==> src/rtl/conv_pkg.sv <==
// Shared engine handshake codes and sequencer state encoding for the
// convolution layer scheduler and the engine control FSM.
package conv_pkg;

    localparam logic [3:0] CTRL_NOP  = 4'b0000;
    localparam logic [3:0] CTRL_PARA = 4'b0001;
    localparam logic [3:0] CTRL_COMP = 4'b0010;
    localparam logic [3:0] CTRL_ACK  = 4'b1111;

    localparam logic [3:0] ST_IDLE = 4'b0000;
    localparam logic [3:0] ST_PARA = 4'b0001;
    localparam logic [3:0] ST_COMP = 4'b0010;
    localparam logic [3:0] ST_IRQ  = 4'b1111;

    localparam logic [1:0] PHASE_NONE = 2'b00;
    localparam logic [1:0] PHASE_PARA = 2'b01;
    localparam logic [1:0] PHASE_COMP = 2'b10;

    typedef enum logic [3:0] {
        S_IDLE   = 4'd0,
        S_P_REQ  = 4'd1,
        S_P_WAIT = 4'd2,
        S_P_ACK  = 4'd3,
        S_C_REQ  = 4'd4,
        S_C_WAIT = 4'd5,
        S_C_ACK  = 4'd6,
        S_FINISH = 4'd7,
        S_ERR    = 4'd8
    } seq_state_t;

    // States in which the engine owes us a response and the watchdog runs.
    function automatic logic wdog_active(input seq_state_t s);
        return s inside {S_P_REQ, S_P_WAIT, S_P_ACK, S_C_REQ, S_C_WAIT, S_C_ACK};
    endfunction

endpackage

==> src/rtl/seq_watchdog.sv <==
// Per-state stall counter: cleared on request, counts while enabled and
// holds at all-ones, where it reports saturation.
module seq_watchdog #(
    parameter int unsigned WDOG_W = 20
) (
    input  logic clk,
    input  logic rst,
    input  logic clr,
    input  logic en,
    output logic sat
);

    logic [WDOG_W-1:0] cnt;

    assign sat = (cnt == '1);

    always_ff @(posedge clk or negedge rst) begin
        if (!rst) begin
            cnt <= '0;
        end else if (clr) begin
            cnt <= '0;
        end else if (en && !sat) begin
            cnt <= cnt + 1'b1;
        end
    end

endmodule

==> src/rtl/conv_layer_sequencer.sv <==
// Runs a parameter-load then compute handshake with the convolution engine
// for each of N layers, acknowledging every engine interrupt.
module conv_layer_sequencer
    import conv_pkg::*;
#(
    parameter int unsigned LAYER_W = 6,
    parameter int unsigned WDOG_W  = 20
) (
    input  logic               clk,
    input  logic               rst,
    input  logic               start,
    input  logic [LAYER_W-1:0] layer_num,
    input  logic [3:0]         eng_state,
    output logic [3:0]         control,
    output logic               busy,
    output logic [LAYER_W-1:0] layer_idx,
    output logic [1:0]         phase,
    output logic               done,
    output logic               timeout_err
);

    localparam logic [LAYER_W-1:0] ONE = LAYER_W'(1);

    seq_state_t         state;
    seq_state_t         state_nxt;
    logic [LAYER_W-1:0] num_q;
    logic               wd_clr;
    logic               wd_en;
    logic               wd_sat;

    always_comb begin
        state_nxt = state;
        unique case (state)
            S_IDLE:   if (start) state_nxt = (layer_num == '0) ? S_FINISH : S_P_REQ;
            S_P_REQ:  if (eng_state == ST_PARA) state_nxt = S_P_WAIT;
            S_P_WAIT: if (eng_state == ST_IRQ)  state_nxt = S_P_ACK;
            S_P_ACK:  if (eng_state == ST_IDLE) state_nxt = S_C_REQ;
            S_C_REQ:  if (eng_state == ST_COMP) state_nxt = S_C_WAIT;
            S_C_WAIT: if (eng_state == ST_IRQ)  state_nxt = S_C_ACK;
            S_C_ACK:
                if (eng_state == ST_IDLE)
                    state_nxt = (layer_idx == num_q - ONE) ? S_FINISH : S_P_REQ;
            S_FINISH: state_nxt = S_IDLE;
            S_ERR:    state_nxt = S_IDLE;
            default:  state_nxt = S_IDLE;
        endcase
        // A stall abort wins over any handshake completing in the same cycle.
        if (wdog_active(state) && wd_sat) state_nxt = S_ERR;
    end

    assign wd_clr = (state_nxt != state) || (state == S_IDLE);
    assign wd_en  = wdog_active(state);

    seq_watchdog #(
        .WDOG_W(WDOG_W)
    ) u_wdog (
        .clk(clk),
        .rst(rst),
        .clr(wd_clr),
        .en (wd_en),
        .sat(wd_sat)
    );

    // Outputs are decoded from the current state, so they trail it by one cycle.
    always_ff @(posedge clk or negedge rst) begin
        if (!rst) begin
            state       <= S_IDLE;
            num_q       <= '0;
            control     <= CTRL_NOP;
            busy        <= 1'b0;
            layer_idx   <= '0;
            phase       <= PHASE_NONE;
            done        <= 1'b0;
            timeout_err <= 1'b0;
        end else begin
            state <= state_nxt;
            done  <= 1'b0;
            unique case (state)
                S_IDLE: begin
                    control <= CTRL_NOP;
                    phase   <= PHASE_NONE;
                    if (start) begin
                        busy        <= 1'b1;
                        num_q       <= layer_num;
                        layer_idx   <= '0;
                        timeout_err <= 1'b0;
                    end
                end
                S_P_REQ:  begin control <= CTRL_PARA; phase <= PHASE_PARA; end
                S_P_WAIT: begin control <= CTRL_NOP;  phase <= PHASE_PARA; end
                S_P_ACK:  begin control <= CTRL_ACK;  phase <= PHASE_PARA; end
                S_C_REQ:  begin control <= CTRL_COMP; phase <= PHASE_COMP; end
                S_C_WAIT: begin control <= CTRL_NOP;  phase <= PHASE_COMP; end
                S_C_ACK: begin
                    control <= CTRL_ACK;
                    phase   <= PHASE_COMP;
                    if (state_nxt == S_P_REQ) layer_idx <= layer_idx + ONE;
                end
                S_FINISH: begin
                    control <= CTRL_NOP;
                    phase   <= PHASE_NONE;
                    done    <= 1'b1;
                    busy    <= 1'b0;
                end
                S_ERR: begin
                    control     <= CTRL_NOP;
                    phase       <= PHASE_NONE;
                    timeout_err <= 1'b1;
                    busy        <= 1'b0;
                end
                default: begin
                    control <= CTRL_NOP;
                    phase   <= PHASE_NONE;
                end
            endcase
        end
    end

endmodule

==> config.mk <==
export PLATFORM = sky130hd
export DESIGN_NAME = conv_layer_sequencer
export DESIGN_NICKNAME = d
export VERILOG_FILES = /design/src/rtl/conv_pkg.sv /design/src/rtl/seq_watchdog.sv /design/src/rtl/conv_layer_sequencer.sv
export SDC_FILE = /design/constraint.sdc
export NUM_CORES = 1
export LEC_CHECK = 0
export ABC_AREA = 0
export BUFFER_PORTS_ARGS = -buffer_cell sky130_fd_sc_hd__clkbuf_2
export CAP_MARGIN = 25
export CORE_MARGIN = 1
export CORE_UTILIZATION = 40
export DETAILED_ROUTE_END_ITERATION = 8
export PLACE_DENSITY = 0.6
export SLEW_MARGIN = 40
export SYNTH_ARGS = -nofsm -noshare
export SYNTH_HDL_FRONTEND = slang
export SYNTH_SLANG_ARGS = --single-unit
==> constraint.sdc <==
create_clock -name clk -period 2.9 [get_ports clk]
set_input_delay 0.145 -clock clk [delete_from_list [all_inputs] [get_ports clk]]
set_output_delay 0.145 -clock clk [all_outputs]
set_load 0.05 [all_outputs]
==> results of run 1 <==
[synth_stat cells, types with 5 or more instances]
cell type / n
nand3_1: 9
mux2i_1: 8
inv_1: 9
xor2_1: 5
clkbuf_1: 7
nor2_1: 24
buf_2: 5
nand4_1: 7
nor3_1: 8
xnor2_1: 24
nand2b_1: 7
a21oi_1: 5
nand2_1: 21
mux2_2: 6
dfrtp_1: 44
a211oi_1: 21
[path summary, 6_finish.rpt]
check | start | end | slack [ns] | depth (start not counted)
max | state[0] | u_wdog.cnt[13] | 0.27 | 6
min | layer_num[1] | num_q[1] | 0.09 | 2
max reg2reg | state[0] | u_wdog.cnt[13] | 0.27 | 6
min reg2reg | timeout_err | timeout_err | 0.51 | 1
max in group asynchronous | rst | layer_idx[1] | 2.02 | 3
min in group asynchronous | rst | u_wdog.cnt[12] | 0.37 | 2
[through the flow]
step           setup WS (ns)  power [W]
2_1_floorplan          0.581    0.00172
3_3_place_gp           0.298    0.00196
3_5_place_dp           0.257    0.00197
4_1_cts                0.224    0.00244
5_1_grt               0.0305    0.00260
6_report               0.269    0.00242
[timing repair]
item / in CTS / in global routing
setup endpoints to repair: 0 / 3
gates resized for setup: 0 / 1
hold endpoints to repair: 35 / 0
hold buffers: 1 / 0
[registers in the layout (all words and copies together) (netlist names)]
register / count
timeout_err: 1
done: 1
control: 3
layer_idx: 6
u_wdog.cnt: 20
phase: 2
state: 4
num_q: 6
busy: 1
[final cells by class]
| class | instances | area [um^2] | share of cell area, % |
|---|---|---|---|
| clock inverter | 2 | 35.0 | 1.18 |
| multi-input combinational | 205 | 1430 | 48.2 |
| tap | 77 | 96.3 | 3.25 |
| clock buffer | 6 | 72.6 | 2.45 |
| inverter | 10 | 37.5 | 1.27 |
| timing repair buffer | 34 | 193 | 6.50 |
| sequential | 44 | 1100 | 37.1 |
[worst reg2reg max path: stages (launching register included)]
cell,delay [ns]
dfrtp_1,0.59
and2_1,0.30
a211oi_1,0.12
and3_1,0.18
or2_2,0.35
or3_2,0.65
a211oi_1,0.34
[layer usage]
layer | share of wire [%] | up-vias
li1 | - | 1064
met1 | 51 | 1004
met2 | 44 | 38
met3 | 4.3 | 7
met4 | 1.1 | 0
met5 | 0 | -
[cells by family after synthesis]
| group | share of synthesized area, % |
|---|---|
| buffers and inverters | 4.35 |
| adders and majority gates | 1.42 |
| and+or+nand+nor | 21.0 |
| DFF | 41.6 |
| AOI/OAI and AO/OA | 16.4 |
| xor gates and xnor gates | 9.60 |
| muxes | 5.58 |
[power by group through the flow]
| stage | Clock (W) | Sequential [W] | Combinational (W) |
|---|---|---|---|
| floorplan | 0 | 0.000972 | 0.000751 |
| global placement | 0 | 0.000864 | 0.00110 |
| detailed placement | 0 | 0.000866 | 0.00111 |
| CTS | 0.000480 | 0.000853 | 0.00111 |
| global route | 0.000503 | 0.000878 | 0.00122 |
| finish | 0.000466 | 0.000850 | 0.00111 |
==> results.md, run 1 <==
Run status:
- The flow ran to the end, and the final reports show no timing, DRC or antenna violations.

Synth:
- Of the post-synthesis cell area, the dominant cell type holds 41.6%.
- When the netlist entered floorplanning its net count stood at 291.
- Yosys attributes the largest share of cell area to dfrtp_1 42%, xnor2_1 7.9%, a211oi_1 6.0%, nor2_1 3.4%, mux2i_1 3.0%.
- Counting flops and latches in the post-synthesis netlist gives 44.
- The per-instance average area after synthesis is 9.62 um^2.
- For this run, asynchronously set or reset flops after synthesis account for 100%.
- Synthesis produced a netlist whose cell count is 275.
- The primary flip-flop cell chosen by synthesis mapping is dfrtp_1.
- The synthesized design contains 0 enable-type register cells.
- The dominant cell type by area after synthesis is dfrtp_1.
- The synthesized netlist contains 53 unique library cells.
- The yosys synthesis warning count is 0.
- The synthesized area is 2650 um^2.
- For this run, the register share of the synthesized area comes to 41.6%.

Timing:
- Hold timing on the final database bottoms out at a slack of 0.0917 ns.
- Static timing analysis puts the maximum clock frequency at 380 MHz.
- The final hold violation count is 0.
- Setup repair after global routing left no endpoint under its margin.
- The final period demand of the worst path is 2.63 ns.
- For the final routed database, the setup TNS stands at 0 ns.
- Across the routed clock network, the largest skew measured is 0.0113 ns.
- The final number of max-transition violations is 0.
- At the pin with the least slew margin, the transition time is 0.697 ns.
- After layout, the worst path uses 90.7% of the clock period.
- Measured against its own limit, the worst slew margin works out to 53.2%.
- The number of setup violations in the final report is 0.

Power and ir drop:
- Combinational logic is responsible for 45.6% of the overall power.
- The switching power is 0.00104 W.
- The total power divided by cell area is 817 nW/um^2.
- Registers are responsible for 35.1% of the overall power.
- The internal power consumption is 0.00138 W.
- Net switching is 42.9% of the power.
- The leakage power total is 1.18 nW.
- The clock group share of total power is 19.3%.
- The maximum ir drop on the vdd rail is 0.657 mV.

Route:
- The length of the first detailed-routing pass in iterations is 4.
- The total number of vias is 2113.
- The sum of routed wire length over all layers is 5420 um.
- Dividing the detail-routed wire length by the instance count gives 14.3 um.
- The count of unresolved DRC violations after routing is 0.
- The count of nets left with antenna violations once routing finished came out at 0.
- The violation count after the first detailed-routing iteration is 114.
- Dividing the detail-routed via count by the number of cells gives 5.59.

Layout:
- The signed area change from the synthesized netlist to the final layout is 12.1%.
- For this run, the post-layout net count is 316.
- The filler cells instantiated in the layout total 562.
- The final design utilization is 46.7%.
- The library cell used most frequently in the layout, excluding fill and tap cells, is dfrtp_1.
- The non-filler instance count after layout is 378.
- The fraction of layout cells with a size suffix above 1 is 18.6%.
- Leaving out fill and tap cells, the most frequent cells in the layout are 44 x dfrtp_1, 26 x clkbuf_2, 24 x nor2_1, 24 x xnor2_1.
- 0 antenna diodes ended up in the layout.
- The finished layout cell area is 2970 um^2.

Worst setup path:
- At the worst endpoint, the required time is 3.10 ns.
- The critical path's slowest cell is or3_2.
- The arrival time of the worst setup path is 2.83 ns.
- The delay of the slowest critical-path stage is 0.65 ns.
- Together, buffers and inverters on the worst path number 0.
- Traced cell by cell, the critical path runs through and2_1, a211oi_1, and3_1, or2_2, or3_2, a211oi_1.
- The worst setup path category is reg -> reg.
- In this run the worst path has a maximum fanout of 20.
- The worst setup path is launched from a flop.
- The family with the most delay on the worst path is simple AND/OR/NAND/NOR gates.
- The most frequent cell on the critical path is a211oi_1.
- STA classifies the critical path endpoint as a flop.

Placed design:
- In this run the cell area measured after placement is 2850 um^2.
- The count of placed standard cells including taps is 369.
- The final RePlAce weighted congestion is 0.756.
- The half-perimeter wire length of the detailed placement result is 3780 um.
- The port buffer count is 27.

GRT:
- The first global-routing pass estimated 9600 um of wire.
- In the global route stage, overall resource usage came out at 17.0%.
- For met2 alone, demand over resource in global routing was 25.0%.
- The met3 capacity usage during global routing is 4.08%.
- The number of global-route vias before repair is 2040.
- The total overflow left after global routing is 0.
- The global routing met1 resource utilization is 24.2%.
- Entering global routing, the biggest net connects 37 pins.
- met2 is the most crowded layer.
- The initial antenna violation count was 0.

Job:
- Across the run, the number of max-cap violations was 0.

CTS:
- The clock sink count is 44.
- The root buffer cell chosen for the clock tree is clkbuf_8.
- For the worst-skew pair, the clock arrives at the later sink with an insertion delay of 0.30 ns.
- The clock transition at the register clock pins on the worst setup and hold paths after CTS is 0.09 ns.
- Post-CTS timing repair inserted 0 buffers for setup.
- The clock buffer count from CTS is 5.
- The H-tree was split into 2 levels.
- The maximum buffer depth of the clock tree is 2.
- TritonCTS built the clock tree.

Floorplanning:
- The die is 83.3 um tall.
- For this configuration, the core starts out at a cell density of 41.7%.
- The die covers 6940 um^2.
- The initialized floorplan defines 29 standard-cell rows.
- Pin placement for this block handled 28 I/O pins.
- The die is 83.3 um wide.
- The standard cell core area is 6350 um^2.

Hold path:
- The kind of path behind the tightest hold check is in -> reg.
Power figures use the tool's default switching activity.
==> run 2: changes to the inputs <==
--- a/config.mk
+++ b/config.mk
@@ -12,6 +12,7 @@
 export CORE_UTILIZATION = 40
 export DETAILED_ROUTE_END_ITERATION = 8
 export PLACE_DENSITY = 0.6
+export REMOVE_ABC_BUFFERS = 1
 export SLEW_MARGIN = 40
 export SYNTH_ARGS = -nofsm -noshare
 export SYNTH_HDL_FRONTEND = slang
==> results.md, run 2 (synthesis results as in run 1) <==
Placed design:
- The port buffer count is 27 (unchanged).
- The half-perimeter wire length of the detailed placement result was 3960 um (was 3780 um).
- The worst setup slack before clock tree synthesis is 0.262 ns (was 0.257 ns).
- The cell area reported after detailed placement is 2860 um^2 (was 2850 um^2).
- The final RePlAce weighted congestion is 0.858 (was 0.756).

GRT:
- The global router's overall resource usage was 16.9% (was 17.0%).
- The number of global-route vias before repair is 1972 (was 2040).
- The wire length of the first global-routing pass came to 9630 um (was 9600 um).
- The largest net degree at the start of global routing is 27 (was 37).
- The sum of overflow across all layers after global routing is 0 (unchanged).
- The initial antenna violation count was 0 (unchanged).

Floorplanning:
- The initial core utilization was 41.7% (unchanged).
- The standard cell core area is 6350 um^2 (unchanged).
- The floorplan die height was 83.3 um (unchanged).
- The number of top-level pins was 28 (unchanged).
- The horizontal die dimension is 83.3 um (unchanged).
- The die outline area came to 6940 um^2 (unchanged).
- The number of standard-cell rows in the floorplan is 29 (unchanged).

Layout:
- Regs by FF count: u_wdog.cnt (20), layer_idx (6), num_q (6) (unchanged).
- The fraction of layout cells with a size suffix above 1 is 18.8% (was 18.6%).
- Commonest cells after routing, fill and taps aside: 44 x dfrtp_1, 27 x clkbuf_2, 24 x nor2_1, 24 x xnor2_1 (was 44 x dfrtp_1, 26 x clkbuf_2, 24 x nor2_1, 24 x xnor2_1).
- The diode insertion count for antenna repair came to 0 (unchanged).
- The flip-flop count of the largest register, all copies and words added came to 20 (unchanged).
- The register name with the most flops is u_wdog.cnt (unchanged).
- The final design utilization is 46.9% (was 46.7%).
- The number of fill cells in the layout is 603 (was 562).
- The commonest non-fill, non-tap cell in the layout is dfrtp_1 (unchanged).
- The finished layout cell area is 2980 um^2 (was 2970 um^2).
- The net count reported at finish came to 318 (was 316).
- The signed area change from the synthesized netlist to the final layout is 12.5% (was 12.1%).

CTS:
- The clock sink count came to 44 (unchanged).
- The worst-skew pair later-pin latency is 0.30 ns (about the same).
- The clock buffer count from CTS is 5 (unchanged).
- The maximum buffer depth of the clock tree is 2 (unchanged).
- The clock transition at the register clock pins on the worst setup and hold paths after CTS came to 0.09 ns (about the same).
- The H-tree depth reported by CTS came to 2 (unchanged).
- The clock tree from TritonCTS is built (unchanged).
- The buffer cell driving the clock tree root is clkbuf_8 (unchanged).
- The setup fix buffers added after clock tree synthesis came to 0 (unchanged).

Route:
- The violation count after the first detailed-routing iteration is 107 (was 114).
- The total number of vias was 2099 (was 2113).
- The count of unresolved DRC violations after routing is 0 (unchanged).
- The number of routed nets with antenna violations came to 0 (unchanged).
- The length of the first detailed-routing pass in iterations is 4 (unchanged).
- The routed wire length per instance is 14.4 um (was 14.3 um).
- The sum of routed wire length over all layers was 5450 um (was 5420 um).
- The ratio of routed vias to standard cells is 5.52 (was 5.59).

Timing:
- The fraction of the cycle the final worst path needs is 91.7% (was 90.7%).
- Unrepaired setup endpoints after global routing: false (unchanged).
- The final number of max-transition violations is 0 (unchanged).
- The number of setup violations in the final report came to 0 (unchanged).
- The final setup skew was 0.0102 ns (was 0.0113 ns).
- The timing-limited maximum frequency is 376 MHz (was 380 MHz).
- The actual transition at the worst max-transition pin is 0.691 ns (was 0.697 ns).
- The worst-case headroom to the max-slew limit is 53.5% (was 53.2%).
- The final period demand of the worst path is 2.66 ns (was 2.63 ns).
- The final hold violation count is 0 (unchanged).
- The final worst-path setup slack was 0.241 ns (was 0.269 ns).

Run status:
- Run status: completed (unchanged).

Hold path:
- The kind of path behind the tightest hold check is in -> reg (unchanged).

Worst setup path:
- The type of origin of the critical path is a flop (unchanged).
- The kind of capture point of the worst setup path was a flop (unchanged).
- The worst setup slack for register-to-register paths came to 0.24 ns (was 0.27 ns).
- The required time of the critical path is 3.09 ns (was 3.10 ns).
- The worst setup path category is reg -> reg (unchanged).
- The arrival time of the worst setup path is 2.85 ns (was 2.83 ns).
- The highest net fanout along the worst path is 20 (unchanged).

Job:
- The max capacitance violation total came to 0 (unchanged).

Power and ir drop:
- The maximum ir drop on the vdd rail came to 0.481 mV (was 0.657 mV).
- The total power divided by cell area is 814 nW/um^2 (was 817 nW/um^2).
- The leakage power total is 1.19 nW (was 1.18 nW).
==> run 2: changes by cell type in the layout (fill, tap and decap cells not counted) <==
cell,before,now
or3_1,1,2
or3_2,1,0
buf_4,6,8
clkbuf_2,26,27
clkbuf_4,1,0
==> run 2: per-layer routing <==
metal,wire [um],global-route usage [%],vias to the layer above
li1,-,-,1058
met1,2770,24.4,1000
met2,2460,26.0,35
met3,154,2.68,6
met4,72,5.17,0
met5,0,0,-
==> run 2: critical path, stage by stage, from the launching register on <==
cell and delay, ns:
dfrtp_1 0.59, and2_1 0.31, a211oi_1 0.13, and3_1 0.17
or2_2 0.35, or3_1 0.64, a211oi_1 0.36
==> run 2: cell type report <==
type	instances	area (um^2)	share of cell area [%]
Multi-Input combinational cell	205	1430	48.0
Sequential cell	44	1100	37.0
Timing Repair Buffer	36	205	6.89
Tap cell	77	96.3	3.24
Clock buffer	6	72.6	2.44
Inverter	10	37.5	1.26
Clock inverter	2	35.0	1.18
==> run 2: what timing repair did <==
action,in CTS,in global routing
endpoints found under the hold margin,18,0
gates resized for setup,0,0
hold buffers,1,0
==> run 2: stage by stage <==
step / TNS (ns) / total power (W) / std cells / hold slack (ns)
after floorplan: -4.41 / 0.00167 / 259 / -0.151
after global placement: 0 / 0.00197 / 371 / 0.116
after detailed placement: 0 / 0.00198 / 371 / 0.121
after CTS: 0 / 0.00245 / 380 / 0.0805
after global routing: 0 / 0.00259 / 380 / 0.0911
final: 0 / 0.00243 / 380 / 0.0864
==> run 2: path summary, 6_finish.rpt <==
path                              start              to  depth (start not counted)
max                            state[0]   u_wdog.cnt[9]                          6
min                        layer_num[1]        num_q[1]                          2
max reg2reg                    state[0]   u_wdog.cnt[9]                          6
min reg2reg                 timeout_err     timeout_err                          1
max in group asynchronous           rst  u_wdog.cnt[19]                          3
min in group asynchronous           rst        phase[0]                          2
==> run 2: where the power goes <==
| group | switching [W] | internal [W] |
|---|---|---|
| Clock | 0.000210 | 0.000256 |
| Sequential | 0.000125 | 0.000734 |
| Combinational | 0.000706 | 0.000395 |
| Total | 0.00104 | 0.00139 |
